==> src/rtl/multicycle_control.sv <==
// rtl/multicycle_control.sv - Moore control FSM for the multicycle MIPS core
//
// Purpose: sequences fetch/decode/execute for the multicycle datapath that
// shares one unified instruction/data memory. Also counts retired
// instructions and parks in HALT on an unknown opcode.
//
// Ports:
//   Clk       - clock, all state updates on posedge
//   Reset_n   - synchronous active-low reset
//   Opcode    - instruction register [31:26], valid from DECODE onward
//   Zero      - ALU zero flag (same cycle, used for beq)
//   IorD      - memory address select (0 = PC, 1 = ALUOut)
//   MemWrite  - memory write enable
//   IRWrite   - instruction register load
//   PCEn      - PC load (PCWrite | Branch & Zero)
//   PCSrc     - 00 ALUResult, 01 ALUOut, 10 jump target
//   ALUSrcA   - 0 PC, 1 register A
//   ALUSrcB   - 00 B, 01 4, 10 SignImm, 11 SignImm<<2
//   ALUOp     - 00 add, 01 sub, 10 funct
//   RegDst    - 0 rt, 1 rd
//   MemtoReg  - 0 ALUOut, 1 MDR
//   RegWrite  - register file write
//   State     - current state encoding
//   Halted    - high while in HALT
//   Retired   - completed-instruction counter (wraps)

module multicycle_control #(
  parameter logic [5:0] OP_RTYPE = 6'h00,
  parameter logic [5:0] OP_LW    = 6'h23,
  parameter logic [5:0] OP_SW    = 6'h2b,
  parameter logic [5:0] OP_BEQ   = 6'h04,
  parameter logic [5:0] OP_ADDI  = 6'h08,
  parameter logic [5:0] OP_J     = 6'h02,
  parameter int         CNT_W    = 32
) (
  input  logic             Clk,
  input  logic             Reset_n,
  input  logic [5:0]       Opcode,
  input  logic             Zero,
  output logic             IorD,
  output logic             MemWrite,
  output logic             IRWrite,
  output logic             PCEn,
  output logic [1:0]       PCSrc,
  output logic             ALUSrcA,
  output logic [1:0]       ALUSrcB,
  output logic [1:0]       ALUOp,
  output logic             RegDst,
  output logic             MemtoReg,
  output logic             RegWrite,
  output logic [3:0]       State,
  output logic             Halted,
  output logic [CNT_W-1:0] Retired
);

  localparam logic [3:0] S_IDLE    = 4'd0;
  localparam logic [3:0] S_FETCH   = 4'd1;
  localparam logic [3:0] S_DECODE  = 4'd2;
  localparam logic [3:0] S_MEMADR  = 4'd3;
  localparam logic [3:0] S_MEMRD   = 4'd4;
  localparam logic [3:0] S_MEMWB   = 4'd5;
  localparam logic [3:0] S_MEMWR   = 4'd6;
  localparam logic [3:0] S_EXECUTE = 4'd7;
  localparam logic [3:0] S_ALUWB   = 4'd8;
  localparam logic [3:0] S_BEQ     = 4'd9;
  localparam logic [3:0] S_ADDIEX  = 4'd10;
  localparam logic [3:0] S_ADDIWB  = 4'd11;
  localparam logic [3:0] S_JUMP    = 4'd12;
  localparam logic [3:0] S_HALT    = 4'd13;

  logic [3:0]       r_state;
  logic [3:0]       w_next;
  logic [CNT_W-1:0] r_retired;
  logic             w_retire;
  logic             w_pcwrite;
  logic             w_branch;

  always_comb begin
    w_next = S_IDLE;
    case (r_state)
      S_IDLE:    w_next = S_FETCH;
      S_FETCH:   w_next = S_DECODE;
      S_DECODE: begin
        if (Opcode == OP_LW || Opcode == OP_SW) w_next = S_MEMADR;
        else if (Opcode == OP_RTYPE)            w_next = S_EXECUTE;
        else if (Opcode == OP_BEQ)              w_next = S_BEQ;
        else if (Opcode == OP_ADDI)             w_next = S_ADDIEX;
        else if (Opcode == OP_J)                w_next = S_JUMP;
        else                                    w_next = S_HALT;
      end
      // Only lw/sw reach MEMADR, so anything that is not lw is treated as sw.
      S_MEMADR:  w_next = (Opcode == OP_LW) ? S_MEMRD : S_MEMWR;
      S_MEMRD:   w_next = S_MEMWB;
      S_EXECUTE: w_next = S_ALUWB;
      S_ADDIEX:  w_next = S_ADDIWB;
      S_MEMWB, S_MEMWR, S_ALUWB, S_ADDIWB, S_BEQ, S_JUMP: w_next = S_FETCH;
      S_HALT:    w_next = S_HALT;
      default:   w_next = S_IDLE;
    endcase
  end

  // The last state of every instruction retires it on its exit edge.
  always_comb begin
    w_retire = 1'b0;
    case (r_state)
      S_MEMWB, S_MEMWR, S_ALUWB, S_ADDIWB, S_BEQ, S_JUMP: w_retire = 1'b1;
      default: w_retire = 1'b0;
    endcase
  end

  always_ff @(posedge Clk) begin
    if (!Reset_n) begin
      r_state   <= S_IDLE;
      r_retired <= '0;
    end else begin
      r_state <= w_next;
      if (w_retire) r_retired <= r_retired + 1'b1;
    end
  end

  always_comb begin
    IorD      = 1'b0;
    MemWrite  = 1'b0;
    IRWrite   = 1'b0;
    PCSrc     = 2'b00;
    ALUSrcA   = 1'b0;
    ALUSrcB   = 2'b00;
    ALUOp     = 2'b00;
    RegDst    = 1'b0;
    MemtoReg  = 1'b0;
    RegWrite  = 1'b0;
    Halted    = 1'b0;
    w_pcwrite = 1'b0;
    w_branch  = 1'b0;
    case (r_state)
      S_FETCH: begin
        IRWrite   = 1'b1;
        ALUSrcB   = 2'b01;
        w_pcwrite = 1'b1;
      end
      S_DECODE: ALUSrcB = 2'b11;
      S_MEMADR, S_ADDIEX: begin
        ALUSrcA = 1'b1;
        ALUSrcB = 2'b10;
      end
      S_MEMRD: IorD = 1'b1;
      S_MEMWB: begin
        MemtoReg = 1'b1;
        RegWrite = 1'b1;
      end
      S_MEMWR: begin
        IorD     = 1'b1;
        MemWrite = 1'b1;
      end
      S_EXECUTE: begin
        ALUSrcA = 1'b1;
        ALUOp   = 2'b10;
      end
      S_ALUWB: begin
        RegDst   = 1'b1;
        RegWrite = 1'b1;
      end
      S_ADDIWB: RegWrite = 1'b1;
      S_BEQ: begin
        ALUSrcA  = 1'b1;
        ALUOp    = 2'b01;
        PCSrc    = 2'b01;
        w_branch = 1'b1;
      end
      S_JUMP: begin
        PCSrc     = 2'b10;
        w_pcwrite = 1'b1;
      end
      S_HALT: Halted = 1'b1;
      default: ;
    endcase
  end

  // Zero comes straight from the ALU in the BEQ cycle, so this stays combinational.
  assign PCEn    = w_pcwrite | (w_branch & Zero);
  assign State   = r_state;
  assign Retired = r_retired;

endmodule
==> config.mk <==
export PLATFORM = sky130hd
export DESIGN_NAME = multicycle_control
export DESIGN_NICKNAME = d
export VERILOG_FILES = /design/src/rtl/multicycle_control.sv
export SDC_FILE = /design/constraint.sdc
export NUM_CORES = 1
export LEC_CHECK = 0
export ABC_AREA = 1
export ABC_CLOCK_PERIOD_IN_PS = 2850
export CELL_PAD_IN_SITES_DETAIL_PLACEMENT = 0
export CELL_PAD_IN_SITES_GLOBAL_PLACEMENT = 1
export CORE_UTILIZATION = 35
export DETAILED_ROUTE_END_ITERATION = 7
export PLACE_DENSITY = 0.87
export SLEW_MARGIN = 20
export SYNTH_ARGS = -nofsm -noshare
export SYNTH_HDL_FRONTEND = slang
export SYNTH_SLANG_ARGS = --single-unit
==> constraint.sdc <==
create_clock -name Clk -period 2.85 [get_ports Clk]
set_input_delay 0.285 -clock Clk [delete_from_list [all_inputs] [get_ports Clk]]
set_output_delay 0.285 -clock Clk [all_outputs]
set_load 0.02 [all_outputs]
==> impl_metrics.ini <==
[worst_setup_path]
max_stage_delay_ns = 0.61
worst-r2r-setup-slack_ns = 0.84
r2r_end = Retired[0]
worstReg2RegStart = State[0]
critPathSlowestCell = clkdlybuf4s50_1
rr_worst_depth = 7
end_kind = output port
cp.arrival_ns = 2.06
path_cells = inv_2 > nor2_1 > inv_1 > nor2_1 > nand2_1 > nand3_1 > clkdlybuf4s50_1
crit_top_cell = nor2_1
path_max_fanout = 4
worstPathBufferInverterCount = 3
crit_family = buffers and inverters
worst_setup_path_start_kind = flip-flop
crit_required_ns = 2.57
critical_path_class = flip-flop to output port

[finish]
nets = 487
instances_no_fill = 555
area_growth_pct = 29.5
final_cell_mix = 140 x nand2_1, 93 x nor2_1, 59 x clkdlybuf4s50_1
antennaDiodeCount = 0
drive_above_1_share_pct = 3.97
design_area_sq_mm = 0.00311
final_common_cell = nand2_1

[drt]
viasPerCell = 4.86
drt_wl_total_mm = 6.83
avgRoutedWirePerCell_um = 12.3
dr_total_vias = 2697
first_pass_iters = 4
post-route-drc-count = 0
detail-route-antenna-nets = 0
first_iter_violations = 102

[power]
seq_power_share_pct = 35.7
p_sw_share_pct = 40.8
ir_worst_vdd_v = 0.000243
p_total_w = 0.00167
p_sw_w = 0.000682
p_clk_share_pct = 23.5
combinationalPowerShare_pct = 40.8
intPower_w = 0.000992
p_per_area_mw_per_mm2 = 538
p_leak_nw = 1.14

[sta]
tns_ns = 0
worst_pin_slew_ns = 0.650
final-hold-violation-count = 0
fin_crit_ns = 2.35
rsz0062_at_grt = no
relSlewSlack_pct = 56.6
slew_violations = 0
fin_skew_ns = 0.00791
fin_crit_sh_pct = 82.4
hold_ws_ns = 0.516
setup_viol = 0
fmax_mhz = 426

[placed_design]
dpl.cell_count = 547
portBuffers = 59
gp_routability_congestion = 0.919
hpwl_mm = 5.22
postPlaceCellArea_sq_mm = 0.00302

[flow_run]
max_cap_violations = 0

[clock_tree]
ctsHoldBuffers = 0
clockRootBuffer = clkbuf_8
postCtsSetupBuffers = 0
clockBufferDepth = 2
cts_tree = done
h-tree-depth = 2
clock-sinks = 36
clk_pin_slew_worst_paths_ns = 0.08
clk-insertion-delay-late_ns = 0.29
cts_inserted_buffers = 5
cts_resized = 0

[min_path]
min_from = Retired[31]
min_path_type = flip-flop to flip-flop
whs_path_depth = 2
whs_endpoint = Retired[31]

[yosys]
syn_inst = 420
syn-cell-area_sq_mm = 0.00240
syn-num-nets = 430
async_flop_share_pct = 0
synth_cell_types = 26
synth_edf_count = 0
synth_flop_cell = dfxtp_1
avgSynthCellArea_sq_um = 5.72
seq_area_frac_synth_pct = 30.0
yosysWarnings = 0
synth-seq-cells = 36

[global_route]
grt_first_pass_wirelength_mm = 11.4
track_usage_pct = 19.9
first_global_vias = 2419
gr-total-overflow = 0
grt_max_degree = 33
antenna_found_initial = 0

[run_status]
status = finished, final reports clean

[floorplan]
fp.dieH_um = 84.9
core_sq_mm = 0.00649
die_w_um = 84.9
dieArea_sq_mm = 0.00720
ios = 60
start_util_pct = 37.0
rows = 29
worst max-delay path by stage:
stage | depth (start not counted) | start | end
5_1_grt | 7 | State[3] | PCEn
3_3_place_gp | 7 | State[3] | PCEn
4_1_cts | 7 | State[3] | PCEn
2_1_floorplan | 9 | State[0] | Retired[18]
3_5_place_dp | 7 | State[3] | PCEn
6_report | 7 | State[3] | PCEn
power by group through the flow:
stage / Clock [W] / Sequential (W) / Combinational [W]
5_1_grt: 0.000424 / 0.000603 / 0.000743
3_5_place_dp: 0 / 0.000609 / 0.000681
3_3_place_gp: 0 / 0.000608 / 0.000687
6_report: 0.000393 / 0.000598 / 0.000682
4_1_cts: 0.000403 / 0.000598 / 0.000684
2_1_floorplan: 0 / 0.000624 / 0.000453
through the flow:
step / worst slack (ns) / util [%]
after floorplan: 1.14 / -
after global placement: 0.800 / 46.5
after detailed placement: 0.839 / 46.5
after CTS: 0.506 / 47.9
after global routing: 0.345 / 47.9
final: 0.502 / 47.9
layer usage:
metal	share of wire [%]	track usage, %
met5	0	0
met4	1.3	6.47
met3	4.0	3.11
met2	44	30.7
met1	51	28.4
state kept, by name (all words and copies together), names as in the netlist:
register and cells:
State 4, Retired 32
area by class of cell:
cell class | count | area, sq um
Fill cell | 708 | 3380
Multi-Input combinational cell | 327 | 1430
Timing Repair Buffer | 60 | 598
Clock inverter | 1 | 7.51
Sequential cell | 36 | 721
Clock buffer | 7 | 86.3
Inverter | 47 | 176
Tap cell | 77 | 96.3
logic make-up (layout without fill, tap and decap cells):
family	count (synthesis)	after routing	share of synthesized area, %
and+or+nand+nor	290	290	50.1
buffers and inverters	57	115	10.7
DFF	36	36	30.0
AOI/OAI and AO/OA	31	31	6.87
xor gates and xnor gates	5	5	1.82
adders and majority gates	1	1	0.520
worst min-delay path: stages (launching register included):
cell and delay [ns]:
dfxtp_1 0.33, nor2_1 0.10, nor2_1 0.05
synth_stat cells (all sizes together), types with 2 or more instances:
cell / instances / share of area, %
a211oi: 2 / 0.62
nor3: 6 / 1.2
inv: 46 / 7.2
buf: 8 / 3.0
clkbuf: 2 / 0.31
dfxtp: 36 / 30
nand3: 36 / 7.7
nor2: 100 / 17
nand4: 6 / 1.6
a21oi: 24 / 5.0
nand2: 141 / 22
xor2: 4 / 1.5
o21ai: 3 / 0.62
No activity file was read; power rests on OpenSTA's default activity.
